## src/rtl/snake_pkg.sv

```systemverilog
// rtl/snake_pkg.sv - shared score width, default win score and game state encoding
package snake_pkg;
  localparam int SCORE_W       = 7;
  localparam int DEF_MAX_SCORE = 99;

  typedef enum logic [1:0] {
    RUN  = 2'd0,
    OVER = 2'd1,
    WIN  = 2'd2
  } state_t;
endpackage

```

## src/rtl/score_ctrl_if.sv

```systemverilog
// rtl/score_ctrl_if.sv - button inputs and score/status outputs of score_ctrl
interface score_ctrl_if;
  import snake_pkg::*;

  logic               goodCollButton;
  logic               badCollButton;
  logic [SCORE_W-1:0] score;
  logic [SCORE_W-1:0] highScore;
  logic               scorePulse;
  logic               gameOver;
  logic               win;
  logic               blinkToggle;

  modport master (
    output goodCollButton, badCollButton,
    input  score, highScore, scorePulse, gameOver, win, blinkToggle
  );

  modport slave (
    input  goodCollButton, badCollButton,
    output score, highScore, scorePulse, gameOver, win, blinkToggle
  );
endinterface

```

## src/rtl/btn_sync_edge.sv

```systemverilog
// rtl/btn_sync_edge.sv - two-flop synchronizer with rising-edge detect for one button
module btn_sync_edge (
  input  logic clk,
  input  logic rst_n,
  input  logic btn,
  output logic edge_pulse
);
  logic       sync1;
  logic       sync2;
  logic       prev;
  logic       armed;
  logic [1:0] fill;

  // armed only after a genuine low sample, so a button held through reset stays silent
  always_ff @(posedge clk or negedge rst_n) begin
    if (!rst_n) begin
      sync1 <= 1'b0;
      sync2 <= 1'b0;
      prev  <= 1'b0;
      armed <= 1'b0;
      fill  <= 2'b00;
    end else begin
      sync1 <= btn;
      sync2 <= sync1;
      prev  <= sync2;
      fill  <= {fill[0], 1'b1};
      if (fill[1] && !sync2) begin
        armed <= 1'b1;
      end
    end
  end

  assign edge_pulse = armed & sync2 & ~prev;
endmodule

```

## src/rtl/score_ctrl.sv

```systemverilog
// rtl/score_ctrl.sv - RUN/OVER/WIN score state machine with lockout and blink divider
module score_ctrl
  import snake_pkg::*;
#(
  parameter int BLINK_DIV = 50,
  parameter int LOCKOUT   = 8,
  parameter int MAX_SCORE = DEF_MAX_SCORE
) (
  input  logic          clk,
  input  logic          rst,
  score_ctrl_if.slave   bus
);
  localparam int LW = ($clog2(LOCKOUT + 1) > 0) ? $clog2(LOCKOUT + 1) : 1;
  localparam int BW = (BLINK_DIV > 1) ? $clog2(BLINK_DIV) : 1;
  localparam logic [LW-1:0]      LOCK_LOAD = LW'(LOCKOUT);
  localparam logic [BW-1:0]      BLINK_END = BW'(BLINK_DIV - 1);
  localparam logic [SCORE_W-1:0] MAX_S     = SCORE_W'(MAX_SCORE);
  localparam logic [SCORE_W-1:0] LAST_S    = SCORE_W'(MAX_SCORE - 1);

  state_t             state;
  logic [SCORE_W-1:0] score_q;
  logic [SCORE_W-1:0] high_q;
  logic               pulse_q;
  logic               over_q;
  logic               win_q;
  logic               blink_q;
  logic [LW-1:0]      lock_q;
  logic [BW-1:0]      blink_cnt;
  logic               good_edge;
  logic               bad_edge;
  logic               good_ok;
  logic               bad_ok;

  btn_sync_edge u_good (.clk(clk), .rst_n(rst), .btn(bus.goodCollButton), .edge_pulse(good_edge));
  btn_sync_edge u_bad  (.clk(clk), .rst_n(rst), .btn(bus.badCollButton),  .edge_pulse(bad_edge));

  assign good_ok = good_edge && (lock_q == '0);
  assign bad_ok  = bad_edge  && (lock_q == '0);

  always_ff @(posedge clk or negedge rst) begin
    if (!rst) begin
      state     <= RUN;
      score_q   <= '0;
      high_q    <= '0;
      pulse_q   <= 1'b0;
      over_q    <= 1'b0;
      win_q     <= 1'b0;
      blink_q   <= 1'b1;
      lock_q    <= '0;
      blink_cnt <= '0;
    end else begin
      pulse_q <= 1'b0;
      if (lock_q != '0) begin
        lock_q <= lock_q - 1'b1;
      end
      if (state != RUN) begin
        if (blink_cnt == BLINK_END) begin
          blink_cnt <= '0;
          blink_q   <= ~blink_q;
        end else begin
          blink_cnt <= blink_cnt + 1'b1;
        end
      end

      case (state)
        RUN: begin
          // bad takes priority over a simultaneous good edge
          if (bad_ok) begin
            state     <= OVER;
            over_q    <= 1'b1;
            blink_q   <= 1'b0;
            blink_cnt <= '0;
            lock_q    <= LOCK_LOAD;
            if (score_q > high_q) begin
              high_q <= score_q;
            end
          end else if (good_ok) begin
            lock_q  <= LOCK_LOAD;
            pulse_q <= 1'b1;
            if (score_q >= LAST_S) begin
              score_q   <= MAX_S;
              high_q    <= MAX_S;
              state     <= WIN;
              over_q    <= 1'b1;
              win_q     <= 1'b1;
              blink_q   <= 1'b0;
              blink_cnt <= '0;
            end else begin
              score_q <= score_q + 1'b1;
            end
          end
        end
        default: begin
          if (good_ok) begin
            state     <= RUN;
            score_q   <= '0;
            over_q    <= 1'b0;
            win_q     <= 1'b0;
            blink_q   <= 1'b1;
            blink_cnt <= '0;
            lock_q    <= LOCK_LOAD;
          end
        end
      endcase
    end
  end

  assign bus.score       = score_q;
  assign bus.highScore   = high_q;
  assign bus.scorePulse  = pulse_q;
  assign bus.gameOver    = over_q;
  assign bus.win         = win_q;
  assign bus.blinkToggle = blink_q;
endmodule

```

## src/flat_wrapper.sv

```systemverilog
// flat-port wrapper written by rule: the top's interface ports become plain ports
module score_ctrl_flat import snake_pkg::*;
#(
  parameter int BLINK_DIV = 50,
  parameter int LOCKOUT   = 8,
  parameter int MAX_SCORE = DEF_MAX_SCORE
)
  (clk, rst, bus_goodCollButton, bus_badCollButton, bus_score, bus_highScore, bus_scorePulse, bus_gameOver, bus_win, bus_blinkToggle);
  score_ctrl_if bus_i ();
  input  logic clk;
  input  logic rst;
  input wire logic [$bits(bus_i.goodCollButton)-1:0] bus_goodCollButton;
  input wire logic [$bits(bus_i.badCollButton)-1:0] bus_badCollButton;
  output wire logic [$bits(bus_i.score)-1:0] bus_score;
  output wire logic [$bits(bus_i.highScore)-1:0] bus_highScore;
  output wire logic [$bits(bus_i.scorePulse)-1:0] bus_scorePulse;
  output wire logic [$bits(bus_i.gameOver)-1:0] bus_gameOver;
  output wire logic [$bits(bus_i.win)-1:0] bus_win;
  output wire logic [$bits(bus_i.blinkToggle)-1:0] bus_blinkToggle;
  assign bus_i.goodCollButton = bus_goodCollButton;
  assign bus_i.badCollButton = bus_badCollButton;
  assign bus_score = bus_i.score;
  assign bus_highScore = bus_i.highScore;
  assign bus_scorePulse = bus_i.scorePulse;
  assign bus_gameOver = bus_i.gameOver;
  assign bus_win = bus_i.win;
  assign bus_blinkToggle = bus_i.blinkToggle;
  score_ctrl #(.BLINK_DIV(BLINK_DIV), .LOCKOUT(LOCKOUT), .MAX_SCORE(MAX_SCORE)) u_core (.clk(clk), .rst(rst), .bus(bus_i));
endmodule
```

## config.mk

```make
export PLATFORM = sky130hd
export DESIGN_NAME = score_ctrl_flat
export DESIGN_NICKNAME = d
export VERILOG_FILES = /design/src/rtl/snake_pkg.sv /design/src/rtl/score_ctrl_if.sv /design/src/rtl/btn_sync_edge.sv /design/src/rtl/score_ctrl.sv /design/src/flat_wrapper.sv
export SDC_FILE = /design/constraint.sdc
export NUM_CORES = 1
export LEC_CHECK = 0
export ABC_AREA = 1
export CAP_MARGIN = 10
export CORE_ASPECT_RATIO = 1.2
export CORE_UTILIZATION = 50
export DETAILED_ROUTE_END_ITERATION = 8
export GPL_TIMING_DRIVEN = 0
export PLACE_DENSITY = 0.72
export SLEW_MARGIN = 20
export SYNTH_ARGS = -nofsm -noshare
export SYNTH_HDL_FRONTEND = slang
export SYNTH_SLANG_ARGS = --single-unit
export TNS_END_PERCENT = 10
```

## constraint.sdc

```tcl
create_clock -name clk -period 1.7 [get_ports clk]
set_input_delay 0.51 -clock clk [delete_from_list [all_inputs] [get_ports clk]]
set_output_delay 0.51 -clock clk [all_outputs]
set_load 0.02 [all_outputs]
```

Word level (Yosys, flattened, before mapping)
Index checks and enable logic that the tools add are counted.
{ "word_totals": {"ff_bits": 42, "out_inout_bits": 18, "elab_cells": 95} }
{ "op_classes": {"n_addsub": 3, "n_lt_le_gt_ge": 2, "eq_ne": 5, "n_mux": 42, "bitwise_logic": 7, "reduce_logical": 17} }
{ "op_table": {"columns": ["cell", "n"], "rows": [
  ["7-bit two-way mux", 9],
  ["6-bit two-way mux", 7],
  ["1-bit two-way mux", 17],
  ["4-bit two-way mux", 4],
  ["2-bit two-way mux", 5],
  ["4-bit AND reduction", 2],
  ["2-bit nonzero test", 4],
  ["7-bit by 1-bit adder with 7-bit output (second input constant)", 1],
  ["7-bit greater-or-equal comparator (second input constant)", 1],
  ["7-bit > comparator", 1],
  ["6-bit by 1-bit adder with 6-bit output (second input constant)", 1],
  ["6-bit equality test (second input constant)", 1],
  ["3-bit AND reduction", 2],
  ["1-bit bitwise AND", 4],
  ["1-bit logical AND", 4],
  ["4-bit logical NOT", 1],
  ["2-bit != test (second input constant)", 2],
  ["4-bit nonzero test", 1],
  ["4-bit by 1-bit subtractor with 4-bit output (second input constant)", 1],
  ["3-bit by 1-bit != test with 1-bit output (second input constant)", 1],
  ["1-bit NOT", 3],
  ["1-bit logical NOT", 2],
  ["2-bit logical NOT", 1],
  ["2-bit by 1-bit != test with 1-bit output (second input constant)", 1]
]} }

Depth between registers and ports, before layout
{ "depth": {"ltp_word": 7, "ltp_mapped": 12, "ltp_nobuf": 12} }

Cells and area by module
From an unflattened synthesis, not the netlist that was laid out.
{ "hier_totals": {"hier_cells": 241, "area_unflattened_um2": 2095.8} }
{ "modules_own_cells": {"columns": ["mod", "n_inst", "cells_each", "area_per_inst_um2", "seq_area_each_um2"], "rows": [
  ["score_ctrl", 1, 215, 1737.9, 752.0],
  ["btn_sync_edge", 2, 13, 178.9, 150.1]
]} }

Least setup slack after synthesis
Ideal clock, no wire load.
{ "synth_timing": {"kind": "reg2reg", "startpoint": "register u_core.score_q[0] (netlist: u_core.bus.score[0])", "endpoint": "register u_core.high_q[0] (netlist: u_core.bus.highScore[0])", "setup_ps": 66, "t_arrival_ps": 1531, "t_required_ps": 1634, "slack_ps": 103, "path_stages_with_launch": 12, "path_buffers": 0, "synth_period_minus_slack_ps": 1597, "path_cell_list": "dfrtp_1 > inv_1 > ha_1 > nor2_1 > nand4_1 > nand2_1 > inv_2 > nand2_1 > nand2_2 > nand2_4 > nand2_1 > nand2_1"} }
{ "synth_via": {"elab_chain_cells": 3, "word_cells_on_any_way": 7} }
{ "synth_rtl": {"columns": ["item", "line", "rtl"], "rows": [
  ["start, declared", "score_ctrl.sv:21", "logic [SCORE_W-1:0] score_q;"],
  ["start signal, assigned", "score_ctrl.sv:89", "score_q <= score_q + 1'b1;"],
  ["7-bit > comparator or 7-bit greater-or-equal comparator (tied branches)", "score_ctrl.sv:74, score_ctrl.sv:80", null],
  ["2-bit != test (no source line) or 2-bit nonzero test (tied branches)", null, null],
  ["4-bit AND reduction (no source line)", null, null],
  ["end signal, assigned", "score_ctrl.sv:75", "high_q <= score_q;"],
  ["end, declared", "score_ctrl.sv:22", "logic [SCORE_W-1:0] high_q;"]
]} }
Several ways; a longest one is shown, not always the timed one. The select of a mux whose other input is x is not followed.
A chain may end at the register's enable or synchronous reset.

Final worst setup path
{ "layout_timing": {"startpoint": "register u_core.score_q[0] (netlist: u_core.bus.score[0])", "endpoint": "output bus_score[0]"} }
{ "layout_rtl": {"columns": ["item", "line", "rtl"], "rows": [
  ["end, declared", "flat_wrapper.sv:14", "output wire logic [$bits(bus_i.score)-1:0] bus_score;"]
]} }
No word-level cell between the ends.

==> flow_summary.json <==
{
  "grt_pass1_vias": 1485,
  "cp.arrival_ns": 1.14,
  "reg2reg_slack_ns": 0.06,
  "synthMuxAreaShare": 0.00486,
  "grt_usage": 0.192,
  "mostFrequentLayoutCells": "nand2_1 (58), dfrtp_1 (35), inv_1 (27)",
  "cp-startpoint": "u_core.bus.score[0]$_DFFE_PN0P_",
  "cts_made_buffers": 5,
  "via_per_inst": 4.91,
  "synth.yosys.warnings": 0,
  "clock_path_buffers": 2,
  "setup_viol": 0,
  "r2r_end": "u_core.bus.highScore[3]$_DFFE_PN0P_",
  "p_total_mw": 3.27,
  "syn-cell-area_mm2": 0.00206,
  "syn_nets": 261,
  "drcViolationCount": 0,
  "netlist.area_leader.share": 0.474,
  "reg2regPathDepth": 9,
  "status": "complete, no violations",
  "synth-simple-area-share": 0.280,
  "io_pins": 22,
  "yosys.area.top_type": "dfrtp_1",
  "synthToLayoutAreaGrowth_pct": 25.9,
  "required_ns": 1.19,
  "die_y_um": 72.3,
  "period_share": 0.972,
  "port_buffers": 21,
  "r2r_start": "u_core.lock_q[0]$_DFF_PN0_",
  "finalHoldViolCount": 0,
  "irDropWorstVdd_mv": 0.734,
  "synth_seq_cells": 40,
  "p_leak_nw": 1.39,
  "cp_max_fo": 3,
  "synth_xor_area_frac": 0.0128,
  "grt_max_degree": 29,
  "synth_cells": 245,
  "power_density_mw_per_mm2": 1260,
  "clk_pin_slew_ns": 0.08,
  "final_common_cell": "nand2_1",
  "ys_seq_area_frac": 0.486,
  "synth.top_cells.by_area": "dfrtp_1 (47%), nand2_1 (11%), ha_1 (7.3%)",
  "routedWlPerCell_um": 11.3,
  "overflow": 0,
  "fin_skew_ns": 0.00778,
  "drt_iter0_markers": 38,
  "whs_ns": 0.0953,
  "dr.pass1.iters": 4,
  "nFillCells": 356,
  "avgSynthCellArea_um2": 8.41,
  "cts_tree": "built",
  "fmax_ghz": 0.605,
  "layout-drive-gt1-share": 0.210,
  "vias": 1671,
  "die-area_mm2": 0.00438,
  "final_max_slew_viol_count": 0,
  "core_mm2": 0.00394,
  "synthAdderAreaFrac": 0.0729,
  "finalNetCount": 301,
  "maxCapViolations": 0,
  "core.rowCount": 25,
  "synth_compound_area_frac": 0.0692,
  "hp-class": "in2async",
  "antenna_cells": 0,
  "fp.dieW_um": 60.6,
  "rsz0062_at_grt": "yes",
  "grt_pass1_wl_um": 6170,
  "routed_wl_um": 3830,
  "end_kind": "output port",
  "crit_path_start_kind": "flop",
  "crit_type": "reg2out",
  "antenna_found_initial": 0,
  "synth_top_family_by_area": "simple AND/OR/NAND/NOR gates",
  "insertion_delay_ns": 0.30,
  "synth.distinct_cells": 30,
  "root_buffer": "clkbuf_8",
  "dpl.hpwl_um": 2750,
  "htreeDepth": 2,
  "gp_congestion": 0.858,
  "floorplan.initialDensity": 0.523,
  "fin_crit_ns": 1.65,
  "fin_util": 0.658,
  "ant_nets": 0,
  "cts_sinks": 40
}
-- through the flow --
step	setup TNS [ns]	area (µm²)	setup slack, ns	std cells
3_3_place_gp	-34.34	2340	-0.859	320
6_report	0	2590	0.0479	340
4_1_cts	0	2460	0.00206	329
5_1_grt	-0.302	2590	-0.0547	340
3_5_place_dp	-0.659	2350	-0.0920	321
2_1_floorplan	0	2060	0.103	245
-- synthesized netlist by cell type, drive strengths merged --
cell	count
or2	2
mux2i	1
nand4	6
inv	39
nor3	1
a211oi	1
a21oi	6
o21bai	2
conb	1
ha	12
xor2	3
nand2	70
dfrtp	39
dfstp	1
o22ai	1
nor2	26
o21ai	12
o2111ai	1
and3	1
nand3	20
-- area by class of cell --
| cell class | instances | area [µm²] | area share |
|---|---|---|---|
| Clock buffer | 5 | 68.8 | 0.0265 |
| Sequential cell | 40 | 1010 | 0.388 |
| Inverter | 39 | 151 | 0.0583 |
| Clock inverter | 3 | 42.5 | 0.0164 |
| Multi-Input combinational cell | 166 | 960 | 0.370 |
| Tap cell | 54 | 67.6 | 0.0260 |
| Timing Repair Buffer | 33 | 298 | 0.115 |
-- critical path, cell delays in order, from the launching register on --
cell           delay, ns
dfrtp_1             0.40
buf_4               0.14
dlygate4sd2_1       0.31
-- cells by family (layout without fill, tap and decap cells) --
| kind of cell | count (synthesis) | after routing |
|---|---|---|
| and+or+nand+nor | 126 | 126 |
| DFF | 40 | 40 |
| buffers and inverters | 39 | 80 |
| AOI/OAI and AO/OA | 23 | 23 |
| adders and majority gates | 12 | 12 |
| xor gates and xnor gates | 3 | 3 |
| other | 1 | 1 |
| muxes | 1 | 1 |
-- sequential cells by signal, summed over array words and instances (netlist names) --
register and count:
u_core.u_good.sync2 1, u_core.state 2, u_core.u_good.fill 1, u_core.u_bad.fill 1
u_core.u_good.prev 1, u_core.bus.highScore 7, u_core.bus.blinkToggle 1, u_core.bus.win 1
u_core.u_bad.sync2 1, u_core.u_good.sync1 1, u_core.bus.scorePulse 1, u_core.u_bad.prev 1
u_core.blink_cnt 6, u_core.u_good.armed 1, u_core.u_bad.sync1 1, u_core.bus.gameOver 1
u_core.bus.score 7, u_core.lock_q 4, u_core.u_bad.armed 1
-- layer usage --
metal | global-route usage | vias up | share of wire
met1 | 0.217 | 777 | 0.44
met5 | 0 | - | 0
met4 | 0.0909 | 0 | 0.016
li1 | - | 865 | -
met3 | 0.0321 | 5 | 0.028
met2 | 0.343 | 24 | 0.51
-- timing repair --
item / in CTS / in global routing
setup endpoints to repair: 33 / 26
pin swaps: 1 / 9
hold buffers: 0 / 0
gates resized for setup: 23 / 20
setup buffers: 0 / 11
-- how the worst max path moves through the flow --
stage / cells past startpoint / endpoint
3_5_place_dp: 9 / u_core.bus.highScore[4]$_DFFE_PN0P_
2_1_floorplan: 11 / u_core.bus.highScore[0]$_DFFE_PN0P_
4_1_cts: 9 / u_core.blink_cnt[2]$_DFF_PN0_
6_report: 2 / bus_score[0]
3_3_place_gp: 1 / u_core.bus.highScore[0]$_DFFE_PN0P_
5_1_grt: 9 / u_core.bus.highScore[3]$_DFFE_PN0P_
-- power breakdown --
part | internal, mW | switching [mW]
logic | 0.498 | 0.710
clock network | 0.434 | 0.344
registers | 1.14 | 0.147
total | 2.07 | 1.20
Power figures use the tool's default switching activity.
